## src/rtl/uart_tx_cfg.sv

```systemverilog
// uart_tx_cfg: parametrised UART transmitter, one word per frame on tx.
// Frame: start(0), din LSB first, optional parity, STOP_BITS ones.
// Back-to-back frames: a start seen in the ready_flag cycle reloads the
// shifter, so no idle cycle separates one frame from the next.
// Optional feature macro: UART_TX_CTS_EN adds a cts_n flow-control input.
// Ports:
//   clk        system clock, posedge
//   rst_n      asynchronous active-low reset
//   start      send request, sampled when idle or in the ready_flag cycle
//   din        word to send, captured on accept
//   cts_n      (UART_TX_CTS_EN only) active-low clear-to-send, async
//   tx         serial line, idle high, driven straight from a flop
//   busy       high while a frame is in flight
//   ready_flag combinational, final clock of the final stop bit
module uart_tx_cfg #(
  parameter int unsigned CLOCK_FREQUENCY = 200000000,
  parameter int unsigned BAUD_RATE       = 9600,
  parameter int unsigned DATA_BITS       = 8,
  parameter int unsigned PARITY          = 0,
  parameter int unsigned STOP_BITS       = 1
) (
  input  logic                 clk,
  input  logic                 rst_n,
  input  logic                 start,
  input  logic [DATA_BITS-1:0] din,
`ifdef UART_TX_CTS_EN
  input  logic                 cts_n,
`endif
  output logic                 tx,
  output logic                 busy,
  output logic                 ready_flag
);

  localparam int unsigned TIMER_MAX = CLOCK_FREQUENCY / BAUD_RATE - 1;
  localparam int unsigned CNT_W     = (TIMER_MAX > 0) ? $clog2(TIMER_MAX + 1) : 1;
  localparam int unsigned HAS_PAR   = (PARITY != 0) ? 1 : 0;
  localparam int unsigned N_BITS    = 1 + DATA_BITS + HAS_PAR + STOP_BITS;
  localparam int unsigned IDX_W     = $clog2(N_BITS);

  typedef enum logic {
    S_IDLE = 1'b0,
    S_SEND = 1'b1
  } state_e;

  state_e              state_q, state_d;
  logic [N_BITS-1:0]   shift_q, shift_d;
  logic [CNT_W-1:0]    baud_q, baud_d;
  logic [IDX_W-1:0]    idx_q, idx_d;

  logic [N_BITS-1:0]   frame_c;
  logic                par_c;
  logic                bit_end_c;
  logic                last_bit_c;
  logic                cts_ok_c;
  logic                accept_c;

  // Clear-to-send qualifier: double-flopped, resets to "not clear"
`ifdef UART_TX_CTS_EN
  logic cts_meta_q, cts_sync_q;

  always_ff @(posedge clk or negedge rst_n) begin
    if (!rst_n) begin
      cts_meta_q <= 1'b1;
      cts_sync_q <= 1'b1;
    end else begin
      cts_meta_q <= cts_n;
      cts_sync_q <= cts_meta_q;
    end
  end

  assign cts_ok_c = ~cts_sync_q;
`else
  assign cts_ok_c = 1'b1;
`endif

  // Odd mode makes the total count of ones odd, even mode makes it even
  assign par_c = (PARITY == 1) ? ~(^din) : (^din);

  // Whole frame laid out LSB-first; unused upper bits stay as stop ones
  always_comb begin
    frame_c              = '1;
    frame_c[0]           = 1'b0;
    frame_c[DATA_BITS:1] = din;
    if (HAS_PAR != 0) begin
      frame_c[DATA_BITS+1] = par_c;
    end
  end

  assign bit_end_c  = (baud_q == CNT_W'(TIMER_MAX));
  assign last_bit_c = (idx_q == IDX_W'(N_BITS - 1));
  assign ready_flag = (state_q == S_SEND) && bit_end_c && last_bit_c;
  assign accept_c   = start && cts_ok_c && ((state_q == S_IDLE) || ready_flag);

  // Next-state logic
  always_comb begin
    state_d = state_q;
    shift_d = shift_q;
    baud_d  = baud_q;
    idx_d   = idx_q;
    unique case (state_q)
      S_IDLE: begin
        if (accept_c) begin
          state_d = S_SEND;
          shift_d = frame_c;
          baud_d  = '0;
          idx_d   = '0;
        end
      end
      S_SEND: begin
        if (bit_end_c) begin
          baud_d = '0;
          if (last_bit_c) begin
            idx_d = '0;
            if (accept_c) begin
              shift_d = frame_c;
            end else begin
              state_d = S_IDLE;
              shift_d = '1;
            end
          end else begin
            idx_d   = idx_q + 1'b1;
            shift_d = {1'b1, shift_q[N_BITS-1:1]};
          end
        end else begin
          baud_d = baud_q + 1'b1;
        end
      end
      default: state_d = S_IDLE;
    endcase
  end

  // State and datapath registers
  always_ff @(posedge clk or negedge rst_n) begin
    if (!rst_n) begin
      state_q <= S_IDLE;
      shift_q <= '1;
      baud_q  <= '0;
      idx_q   <= '0;
    end else begin
      state_q <= state_d;
      shift_q <= shift_d;
      baud_q  <= baud_d;
      idx_q   <= idx_d;
    end
  end

  assign tx   = shift_q[0];
  assign busy = (state_q == S_SEND);

endmodule
```

## config.mk

```make
export PLATFORM = sky130hd
export DESIGN_NAME = uart_tx_cfg
export DESIGN_NICKNAME = d
export VERILOG_FILES = /design/src/rtl/uart_tx_cfg.sv
export SDC_FILE = /design/constraint.sdc
export NUM_CORES = 1
export LEC_CHECK = 0
export BUFFER_PORTS_ARGS = -buffer_cell sky130_fd_sc_hd__clkbuf_2
export CAP_MARGIN = 20
export CELL_PAD_IN_SITES_DETAIL_PLACEMENT = 0
export CELL_PAD_IN_SITES_GLOBAL_PLACEMENT = 2
export CORE_ASPECT_RATIO = 0.7
export CORE_UTILIZATION = 40
export CTS_CLUSTER_DIAMETER = 40
export DETAILED_ROUTE_END_ITERATION = 7
export GPL_TIMING_DRIVEN = 0
export PLACE_DENSITY_LB_ADDON = 0.1
export SLEW_MARGIN = 30
export SYNTH_ARGS = -nofsm -noshare
export SYNTH_HDL_FRONTEND = slang
export SYNTH_SLANG_ARGS = --single-unit
export TNS_END_PERCENT = 5
```

## constraint.sdc

```tcl
create_clock -name clk -period 3.3 [get_ports clk]
set_input_delay 0.33 -clock clk [delete_from_list [all_inputs] [get_ports clk]]
set_output_delay 0.33 -clock clk [all_outputs]
set_load 0.05 [all_outputs]
```

# Word level (Yosys, flattened, before mapping)
# Cells that the tools add are included.
word_totals:
  input_bits: 11
  elab_cells: 32
  ff_bits: 30
classes:
  eq_ne: 4
  n_reduce_logical: 5
  addsub: 2
  mux: 16
  bitwise_logic: 1
op_table:
  columns: ["operator", "count"]
  rows:
  - ["$mux 10", 3]
  - ["$mux 15", 2]
  - ["$pmux 15 s2", 1]
  - ["$pmux 10 s2", 1]
  - ["$add 15x1->15 const B", 1]
  - ["$eq 15x15->1 const B", 1]
  - ["$mux 4", 3]
  - ["$mux 9", 1]
  - ["$pmux 4 s2", 1]
  - ["$add 4x1->4 const B", 1]
  - ["$eq 4x4->1 const B", 1]
  - ["$logic_and 1x1->1", 3]
  - ["$mux 1", 3]
  - ["$ne 2x1->1 const B", 1]
  - ["$ne 2x2->1 const B", 1]
  - ["$pmux 1 s2", 1]
  - ["$reduce_and 2->1", 1]
  - ["$logic_or 1x1->1", 1]
  - ["$not 1->1", 1]

# Longest topological paths before layout
# Gate-level depths: netlist of the first run.
logic_depth:
  ltp_word: 9
  depth_mapped: 8
  depth_no_buf: 6

# Least setup slack after synthesis of the first run
# Ideal clock, no wire load.
synth_timing:
  path_kind: "register to output"
  start: "register idx_q[1]"
  end: "output port ready_flag"
  arrival_ns: 2.168
  path_stages_with_launch: 7
  path_buffers: 2
  path_slack_ns: 0.802
  cell_sequence: "dfrtp_1 -> inv_1 -> ha_1 -> nand3b_1 -> clkbuf_1 -> clkbuf_1 -> nor3_1"
synth_via:
  elab_chain_len: 2
synth_rtl:
  columns: ["item", "line_no", "text"]
  rows:
  - ["start, declared", "48", "logic [IDX_W-1:0] idx_q, idx_d;"]
  - ["start signal, assigned", "143", "idx_q <= idx_d;"]
  - ["$eq 4x4->1", "90", "assign last_bit_c = (idx_q == IDX_W'(N_BITS - 1));"]
  - ["$logic_and 1x1->1", "91", "assign ready_flag = (state_q == S_SEND) && bit_end_c && last_bit_c;"]
  - ["end, declared", "31", "output logic ready_flag"]
# Every way passes these cells.

# Worst setup path after layout of the first run
layout_timing:
  start: "register idx_q[0]"
  end: "output port ready_flag"
# The elaborated chain is that of the path after synthesis.

==> metrics.md, run 1 <==
| Metric | Value |
|---|---|
| WL final | 4360 um |
| Gpl congestion | 0.785 |
| P_leak | 0.918 nW |
| IO Port Bufs | 13 |
| Root Buffer | clkbuf_8 |
| Final Cycle Share | 77.3% |
| Via/cell ratio | 5.76 |
| Syn. warnings | 0 |
| Tot GR Track Use | 19.9% |
| Commonest cells after routing, fill and taps aside | dfrtp_1 (20), nand2_1 (17), inv_1 (14), a31oi_1 (14), mux2i_1 (14) |
| Slowest stage delay, CP | 0.43 ns |
| # hold bufs at CTS | 0 |
| Via count | 1537 |
| Switch Pwr | 0.000158 W |
| Fill cells | 417 |
| DRC Markers | 0 |
| Critical path fanouts, max | 10 |
| Final instance area | 0.00206 mm2 |
| Logic pwr share | 5.0% |
| Sw Share | 22.3% |
| #FFs+latches synth | 29 |
| Antenna Diode Count | 0 |
| Syn Nets | 206 |
| Fin util | 47.0% |
| Largest net degree at the start of global routing | 30 |
| Mapped Cells | 191 |
| Pint | 0.000550 W |
| I/O Pins | 14 |
| Crit. path cell count | 6 |
| Clock power share | 42.9% |
| Max_slew headroom | 46.6% |
| CP cell instances | ha_1, nand3b_1, clkbuf_1, clkbuf_1, nor3_1, clkbuf_2 |
| Number of setup violations in the final report | 0 |
| HP Class | in2async |
| Post-Syn Area per Cell | 9.60 um2 |
| Die ar. | 0.00486 mm2 |
| Worst path buffer plus inverter count | 3 |
| Die width | 82.9 um |
| Sequential area share after synthesis | 40.2% |
| Worst R2R Path Depth | 7 |
| Mapped Area | 0.00183 mm2 |
| Worst slew pin tran | 0.799 ns |
| GRT overflow | 0 |
| CTS resizes | 0 |
| Total CTS buffers | 5 |
| Detailed Routing Iterations Pass 1 | 4 |
| Routed Antenna Nets | 0 |
| Commonest non-fill, non-tap cell in the layout | dfrtp_1 |
| Clk buf depth | 2 |
| Min Tclk post-route | 2.55 ns |
| WS Path Type | reg2out |
| H-tree levels | 2 |
| MaxCap Viol Count | 0 |
| Slowest CP cell | clkbuf_1 |
| Nets | 226 |
| Dpl hpwl | 3180 um |
| CP Launch Type | flop |
| Clock slew seen by the registers of the worst setup and hold paths | 0.07 ns |
| Setup TNS | 0 ns |
| Slew Limit Fails | 0 |
| Library cells used by synthesis | 46 |
| Max Clock Freq | 392 MHz |
| Outcome | finished clean |
| Skew-Pair Late Insertion Delay | 0.28 ns |
| Post-DP Area | 0.00197 mm2 |
| Initial Utilization | 41.9% |
| CP endpoint kind | output pin |
| Worst Path Required | 2.97 ns |
| First-pass GRT wire length | 7390 um |
| Vias in the first global route | 1480 |
| Top delay family on crit path | buffers and inverters |
| Setup bufs post-CTS | 0 |
| Core footprint | 0.00438 mm2 |
| WP data arrival | 2.22 ns |
| Unrepaired setup endpoints after global routing | no |
| Seq pwr share | 52.0% |
| Clock Sink Count | 29 |
| Detailed-route wire length per cell | 16.3 um |
| Initial antenna violation count | 0 |
| Syn-to-layout area delta | 12.2% |
| Cell Rows | 20 |
| TritonCTS clock tree | done |
| Worst reg-to-reg setup slack | 1.24 ns |
| Skew final | 0.00808 ns |
| Final hold violations | 0 |
| P per Cell Area | 345 mW/mm2 |
| Peak VDD IR | 0.191 mV |
| Initial DRC count | 96 |
| Most used cell, CP | clkbuf_1 |
| Die extent in y | 58.6 um |
| Layout cells sized above 1 | 20.3% |
worst paths after layout:
path	start	end
worst min-delay path	rst_n	baud_q[7]$_DFFE_PN0P_
worst max-delay path	idx_q[0]$_DFFE_PN0P_	ready_flag
max in group asynchronous	rst_n	baud_q[1]$_DFFE_PN0P_
worst min register to register	shift_q[1]$_DFFE_PN1P_	shift_q[1]$_DFFE_PN1P_
worst max register to register	idx_q[0]$_DFFE_PN0P_	shift_q[1]$_DFFE_PN1P_
min in group clk	din[6]	shift_q[7]$_DFFE_PN1P_
metal layers:
metal / routed length, um / GRT usage, % / vias to the layer above
met1: 2330 / 28.3 / 761
met4: 39 / 6.65 / 0
met3: 133 / 4.63 / 4
met5: 0 / 0 / -
li1: - / - / 749
met2: 1860 / 30.1 / 23
power groups by stage:
stage               clock (W)  sequential (W)  combinational, W
CTS                  0.000313        0.000369         0.0000364
global route         0.000334        0.000369         0.0000411
floorplan                   0        0.000374         0.0000179
finish               0.000304        0.000369         0.0000356
global placement            0        0.000375         0.0000350
detailed placement          0        0.000375         0.0000364
worst reg2reg max path, cell delays in order (launching register included):
cell      delay, ns
dfrtp_1        0.42
ha_1           0.22
nand3b_1       0.10
clkbuf_1       0.39
clkbuf_1       0.44
a31oi_1        0.15
o41ai_1        0.11
mux2i_1        0.13
Yosys cell counts, drive strengths merged:
master,count,share of area [%]
or2,1,0.34
dfrtp,20,27
a2bb2oi,1,0.48
o22ai,1,0.34
a41oi,2,1.4
nand2b,2,0.68
buf,9,3.5
nor4,1,1.2
o41ai,7,3.3
inv,14,2.9
a221o,1,0.55
dfstp,9,13
a21boi,1,0.41
a211oi,1,0.68
nor2,9,1.8
nand3,12,3.3
a31oi,14,4.8
o22a,1,0.48
ha,4,2.7
nand4,5,2.5
clkbuf,4,0.82
nor4b,2,1.6
and3,7,2.4
a21oi,7,1.9
nand3b,1,0.41
nand2,17,3.5
or2b,1,0.41
nand4bb,1,0.61
o211ai,1,0.41
mux2i,15,8.9
and4bb,2,1.6
and4,1,0.48
nor3,4,1.1
and2,3,1.0
o221ai,1,0.48
o311ai,1,0.48
xnor2,1,0.48
o21ai,7,1.9
flip-flops by register name, indices dropped and copies added, names as in the netlist:
| register | cells |
|---|---|
| busy | 1 |
| idx_q | 4 |
| shift_q | 9 |
| baud_q | 15 |
logic make-up after synthesis:
kind of cell / count (synthesis) / synth area share, %
mux: 15 / 8.87
simple gates: 69 / 22.9
buf+inv: 27 / 7.17
fa+ha+maj: 4 / 2.73
xor+xnor: 1 / 0.478
compound gates: 46 / 17.6
flops: 29 / 40.2
metrics by stage:
step,hold slack (ns),total power [W],std cells,worst slack (ns)
after detailed placement,0.434,0.000411,259,1.04
after floorplan,0.0344,0.000392,191,0.802
final,0.108,0.000709,267,0.748
after global routing,0.161,0.000744,267,0.578
after global placement,0.427,0.000410,259,1.05
after CTS,0.131,0.000718,267,0.733
final cells by class:
type	instances	area, um2	share of cell area, %
buffer	13	78.8	3.83
tap	55	68.8	3.35
inverter	14	52.6	2.55
clock buffer	8	90.1	4.38
multi-input combinational	135	965	46.9
sequential	29	737	35.8
timing repair buffer	13	65.1	3.16
No activity file was read; power rests on OpenSTA's default activity.
==> run 2, diff against run 1 <==
--- a/config.mk
+++ b/config.mk
@@ -10,7 +10,7 @@
 export CELL_PAD_IN_SITES_DETAIL_PLACEMENT = 0
 export CELL_PAD_IN_SITES_GLOBAL_PLACEMENT = 2
 export CORE_ASPECT_RATIO = 0.7
-export CORE_UTILIZATION = 40
+export CORE_UTILIZATION = 38
 export CTS_CLUSTER_DIAMETER = 40
 export DETAILED_ROUTE_END_ITERATION = 7
 export GPL_TIMING_DRIVEN = 0
==> constraint.sdc (replaced) <==
create_clock -name clk -period 2.7 [get_ports clk]
set_input_delay 0.27 -clock clk [delete_from_list [all_inputs] [get_ports clk]]
set_output_delay 0.27 -clock clk [all_outputs]
set_load 0.05 [all_outputs]
==> metrics.md, run 2 (synthesized netlist as in run 1, its figures left out) <==
| Metric | Value |
|---|---|
| Outcome | finished clean |
| Sw Share | 22.3% |
| GRT overflow | 0 |
| Slowest CP cell | clkbuf_1 |
| Largest Register | baud_q |
| Vias in the first global route | 1488 |
| Routed Antenna Nets | 0 |
| Busiest layer in global routing | met2 |
| CP cell instances | ha_1, nand3b_1, clkbuf_1, clkbuf_1, nor3_1, clkbuf_2 |
| Gpl congestion | 0.809 |
| Cell Rows | 20 |
| Logic pwr share | 5.2% |
| Slowest stage delay, CP | 0.44 ns |
| Dpl hpwl | 3170 um |
| WP data arrival | 2.25 ns |
| Max FFs per register | 15 |
| I/O Pins | 14 |
| Final hold violations | 0 |
| Critical path fanouts, max | 10 |
| Min Tclk post-route | 2.52 ns |
| Via/cell ratio | 5.89 |
| Clock slew seen by the registers of the worst setup and hold paths | 0.06 ns |
| CTS resizes | 0 |
| Skew-Pair Late Insertion Delay | 0.27 ns |
| Largest net degree at the start of global routing | 30 |
| Clock power share | 40.8% |
| Seq pwr share | 54.0% |
| WL final | 4390 um |
| Slew Limit Fails | 0 |
| Unrepaired setup endpoints after global routing | no |
| Register area | 737 um2 |
| P per Cell Area | 407 mW/mm2 |
| IO Port Bufs | 13 |
| Met3 Track Usage GR | 4.56% |
| Setup TNS | 0 ns |
| Via count | 1573 |
| HP Class | in2async |
| Worst slew pin tran | 0.762 ns |
| Worst Path Required | 2.43 ns |
| Met2 Use GR | 29.3% |
| Footprint of the multi-input gates | 965 um2 |
| Die extent in y | 60.1 um |
| Fill cells | 433 |
| Detailed-route wire length per cell | 16.4 um |
| CP Launch Type | flop |
| CP endpoint kind | output pin |
| Commonest cells after routing, fill and taps aside | dfrtp_1 (20), nand2_1 (17), inv_1 (14), a31oi_1 (14), mux2i_1 (14) |
| Reg2Reg Capture Point | shift_q[5]$_DFFE_PN1P_ |
| Layout cells sized above 1 | 19.8% |
| Number of setup violations in the final report | 0 |
| Max Clock Freq | 397 MHz |
| Crit path to | ready_flag |
| Initial antenna violation count | 0 |
| Syn-to-layout area delta | 11.7% |
| Skew final | 0.00447 ns |
| Met1 GRT Util | 26.6% |
| Hold Slack | 0.0677 ns |
| WS Path Type | reg2out |
| Nets | 226 |
| Die width | 85.0 um |
| DRC Markers | 0 |
| Tot GR Track Use | 18.9% |
| Die ar. | 0.00511 mm2 |
| RR Startpoint | idx_q[0]$_DFFE_PN0P_ |
| Core footprint | 0.00448 mm2 |
| Antenna Diode Count | 0 |
| Total CTS buffers | 5 |
| Worst reg-to-reg setup slack | 0.62 ns |
| Worst R2R Path Depth | 7 |
| Crit path launch | idx_q[0]$_DFFE_PN0P_ |
| Max_slew headroom | 49.2% |
| MaxCap Viol Count | 0 |
| Root Buffer | clkbuf_8 |
| Pint | 0.000648 W |
| Commonest non-fill, non-tap cell in the layout | dfrtp_1 |
| Switch Pwr | 0.000186 W |
| P_leak | 0.912 nW |
| Most used cell, CP | clkbuf_1 |
| Regs by FF count | baud_q (15), shift_q (9), idx_q (4) |
| Initial Utilization | 40.9% |
| Initial DRC count | 105 |
| # hold bufs at CTS | 0 |
| Final Cycle Share | 93.3% |
| Clk buf depth | 2 |
| Detailed Routing Iterations Pass 1 | 4 |
| Clock Sink Count | 29 |
| First-pass GRT wire length | 7220 um |
| Setup bufs post-CTS | 0 |
| H-tree levels | 2 |
| TritonCTS clock tree | done |
| Peak VDD IR | 0.190 mV |
run 2: how the worst min path moves through the flow:
| stage | start | end | cells after the start | slack (ns) |
|---|---|---|---|---|
| final | rst_n | busy$_DFF_PN0_ | 1 | 0.07 |
| after CTS | rst_n | idx_q[0]$_DFFE_PN0P_ | 1 | 0.08 |
| after floorplan | rst_n | baud_q[0]$_DFFE_PN0P_ | 0 | -0.03 |
| after global placement | rst_n | baud_q[5]$_DFFE_PN0P_ | 1 | 0.37 |
| after detailed placement | rst_n | baud_q[5]$_DFFE_PN0P_ | 1 | 0.38 |
| after global routing | rst_n | baud_q[9]$_DFFE_PN0P_ | 1 | 0.11 |
run 2: power by group through the flow:
stage	combinational [W]	sequential, W	clock [W]
2_1_floorplan	0.0000219	0.000457	0
3_3_place_gp	0.0000422	0.000458	0
3_5_place_dp	0.0000445	0.000458	0
4_1_cts	0.0000446	0.000450	0.000354
5_1_grt	0.0000490	0.000451	0.000380
6_report	0.0000435	0.000451	0.000340
run 2: metrics by stage:
stage	power, W	cell area, um2	setup slack [ns]	utilization (%)	cells
global placement	0.000500	1970	0.519	43.9	259
detailed placement	0.000502	1970	0.494	43.9	259
floorplan	0.000479	1830	0.262	-	191
global route	0.000879	2050	0.0890	45.7	267
finish	0.000834	2050	0.181	45.7	267
CTS	0.000850	2050	0.192	45.7	267
run 2: critical path: cells and delay by family (launching register included):
kind                     cells  cell delay (ns)
adder cells (fa/ha/maj)      1             0.22
AND/OR/NAND/NOR              2             0.23
flip-flops                   1             0.42
buffers and inverters        3             1.10
run 2: metal layers:
layer | up-vias | share of wire (%)
li1 | 751 | -
met1 | 790 | 52
met2 | 30 | 43
met3 | 2 | 3.9
met4 | 0 | 0.36
met5 | - | 0
run 2: final cells by class:
type	instances	area share [%]
plain buffers	13	3.85
clock buffers	8	3.91
inverters	14	2.57
multi-input cells	135	47.1
flip-flops and latches	29	36.0
well taps	55	3.36
repair buffers	13	3.18
==> run 3, diff against run 2 <==
--- a/config.mk
+++ b/config.mk
@@ -6,14 +6,12 @@
 export NUM_CORES = 1
 export LEC_CHECK = 0
 export BUFFER_PORTS_ARGS = -buffer_cell sky130_fd_sc_hd__clkbuf_2
-export CAP_MARGIN = 20
 export CELL_PAD_IN_SITES_DETAIL_PLACEMENT = 0
 export CELL_PAD_IN_SITES_GLOBAL_PLACEMENT = 2
 export CORE_ASPECT_RATIO = 0.7
 export CORE_UTILIZATION = 38
 export CTS_CLUSTER_DIAMETER = 40
 export DETAILED_ROUTE_END_ITERATION = 7
-export GPL_TIMING_DRIVEN = 0
 export PLACE_DENSITY_LB_ADDON = 0.1
 export SLEW_MARGIN = 30
 export SYNTH_ARGS = -nofsm -noshare
==> metrics.md, run 3 (synthesized netlist as in run 1, its figures left out) <==
| Metric | Value |
|---|---|
| Antenna Diode Count | 0 |
| Busiest layer in global routing | met1 |
| # hold bufs at CTS | 0 |
| TritonCTS clock tree | done |
| Clock slew seen by the registers of the worst setup and hold paths | 0.06 ns |
| WL final | 4090 um |
| HP Class | in2async |
| Layout cells sized above 1 | 19.3% |
| Clk buf depth | 2 |
| Min Tclk post-route | 2.18 ns |
| Cell Rows | 20 |
| Via count | 1455 |
| CP Launch Type | flop |
| Unrepaired setup endpoints after global routing | no |
| WS Path Type | reg2out |
| Die width | 85.0 um |
| P_leak | 0.888 nW |
| DRC Markers | 0 |
| CTS resizes | 0 |
| CP endpoint kind | output pin |
| Initial antenna violation count | 0 |
| IO Port Bufs | 13 |
| Routed Antenna Nets | 0 |
| Slowest stage delay, CP | 0.42 ns |
| Fin cells | 257 |
| Skew-Pair Late Insertion Delay | 0.28 ns |
| Die ar. | 0.00511 mm2 |
| Detailed-route wire length per cell | 15.9 um |
| MaxCap Viol Count | 0 |
| Peak VDD IR | 0.253 mV |
| Largest net degree at the start of global routing | 30 |
| Max FFs per register | 15 |
| Commonest non-fill, non-tap cell in the layout | dfrtp_1 |
| Clock Sink Count | 29 |
| Largest Register | baud_q |
| Met1 GRT Util | 28.2% |
| Regs by FF count | baud_q (15), shift_q (9), idx_q (4) |
| Detailed Routing Iterations Pass 1 | 4 |
| Initial Utilization | 40.9% |
| Initial DRC count | 75 |
| GRT overflow | 0 |
| Number of setup violations in the final report | 0 |
| Vias in the first global route | 1465 |
| Setup bufs post-CTS | 0 |
| Slew Limit Fails | 0 |
| Worst Path Required | 2.43 ns |
| Dpl hpwl | 2840 um |
| H-tree levels | 2 |
| Syn-to-layout area delta | 9.15% |
| First-pass GRT wire length | 7350 um |
| Max Clock Freq | 459 MHz |
| I/O Pins | 14 |
| Via/cell ratio | 5.66 |
| Fill cells | 441 |
| Met2 Use GR | 27.2% |
| DP Cell Count | 249 |
| Final hold violations | 0 |
| Met3 Track Usage GR | 5.66% |
| Worst slew pin tran | 0.756 ns |
| Tot GR Track Use | 19.4% |
| Gpl congestion | 0.799 |
| Core footprint | 0.00448 mm2 |
| Skew final | 0.00693 ns |
| Setup TNS | 0 ns |
| Max_slew headroom | 49.4% |
| P per Cell Area | 429 mW/mm2 |
| Root Buffer | clkbuf_8 |
| Outcome | finished clean |
| WP data arrival | 1.91 ns |
| Critical path fanouts, max | 5 |
| Commonest cells after routing, fill and taps aside | dfrtp_1 (20), nand2_1 (17), inv_1 (14), a31oi_1 (14), mux2i_1 (14) |
| Die extent in y | 60.1 um |
| Final Cycle Share | 80.7% |
| Nets | 216 |
| Slowest CP cell | dfrtp_1 |
| Total CTS buffers | 5 |
| CP cell instances | inv_1, ha_1, nor4b_2, nand4_1, nor3_1, clkbuf_2 |
==> run 3: path summary, 6_finish.rpt <==
kind	end	slack, ns	start	cells past startpoint
min in group clk	shift_q[3]$_DFFE_PN1P_	0.33	din[2]	3
setup / recovery	ready_flag	0.52	baud_q[0]$_DFFE_PN0P_	6
hold / removal	baud_q[14]$_DFFE_PN0P_	0.05	rst_n	1
setup reg to reg	baud_q[4]$_DFFE_PN0P_	0.68	baud_q[0]$_DFFE_PN0P_	7
max in group asynchronous	idx_q[1]$_DFFE_PN0P_	2.19	rst_n	1
hold reg to reg	shift_q[1]$_DFFE_PN1P_	0.48	shift_q[1]$_DFFE_PN1P_	2
==> run 3: routing by layer <==
metal,wire length (um),up-vias
met3,124,2
met5,0,-
met2,1700,20
li1,-,730
met4,30,0
met1,2240,703
==> run 3: critical path: cells and delay by family (launching register included) <==
kind / cells / cell delay [ns]
and+or+nand+nor: 3 / 0.68
DFF: 1 / 0.42
buffers and inverters: 2 / 0.38
adders and majority gates: 1 / 0.15
==> run 3: stage by stage <==
step           power [W]  hold slack (ns)  cell area (um2)  util, %  setup slack [ns]
4_1_cts         0.000881           0.0716             2000     44.7             0.489
5_1_grt         0.000910            0.105             2000     44.7             0.282
3_5_place_dp    0.000502            0.376             1910     42.7             0.687
3_3_place_gp    0.000500            0.369             1910     42.7             0.752
2_1_floorplan   0.000479          -0.0256             1830        -             0.262
6_report        0.000858           0.0514             2000     44.7             0.520
==> run 3: power by group <==
part / total [W] / switching [W] / internal (W)
clock: 0.000364 / 0.000157 / 0.000207
combinational: 0.0000426 / 0.0000261 / 0.0000165
sequential: 0.000451 / 0.00000229 / 0.000448
total: 0.000858 / 0.000185 / 0.000672
==> run 3: final cells by class <==
type	count	area [um2]	share of cell area [%]
inverter	14	52.6	2.63
sequential	29	737	36.8
multi-input combinational	135	965	48.2
clock buffer	8	90.1	4.50
tap	55	68.8	3.44
timing repair buffer	16	87.6	4.38
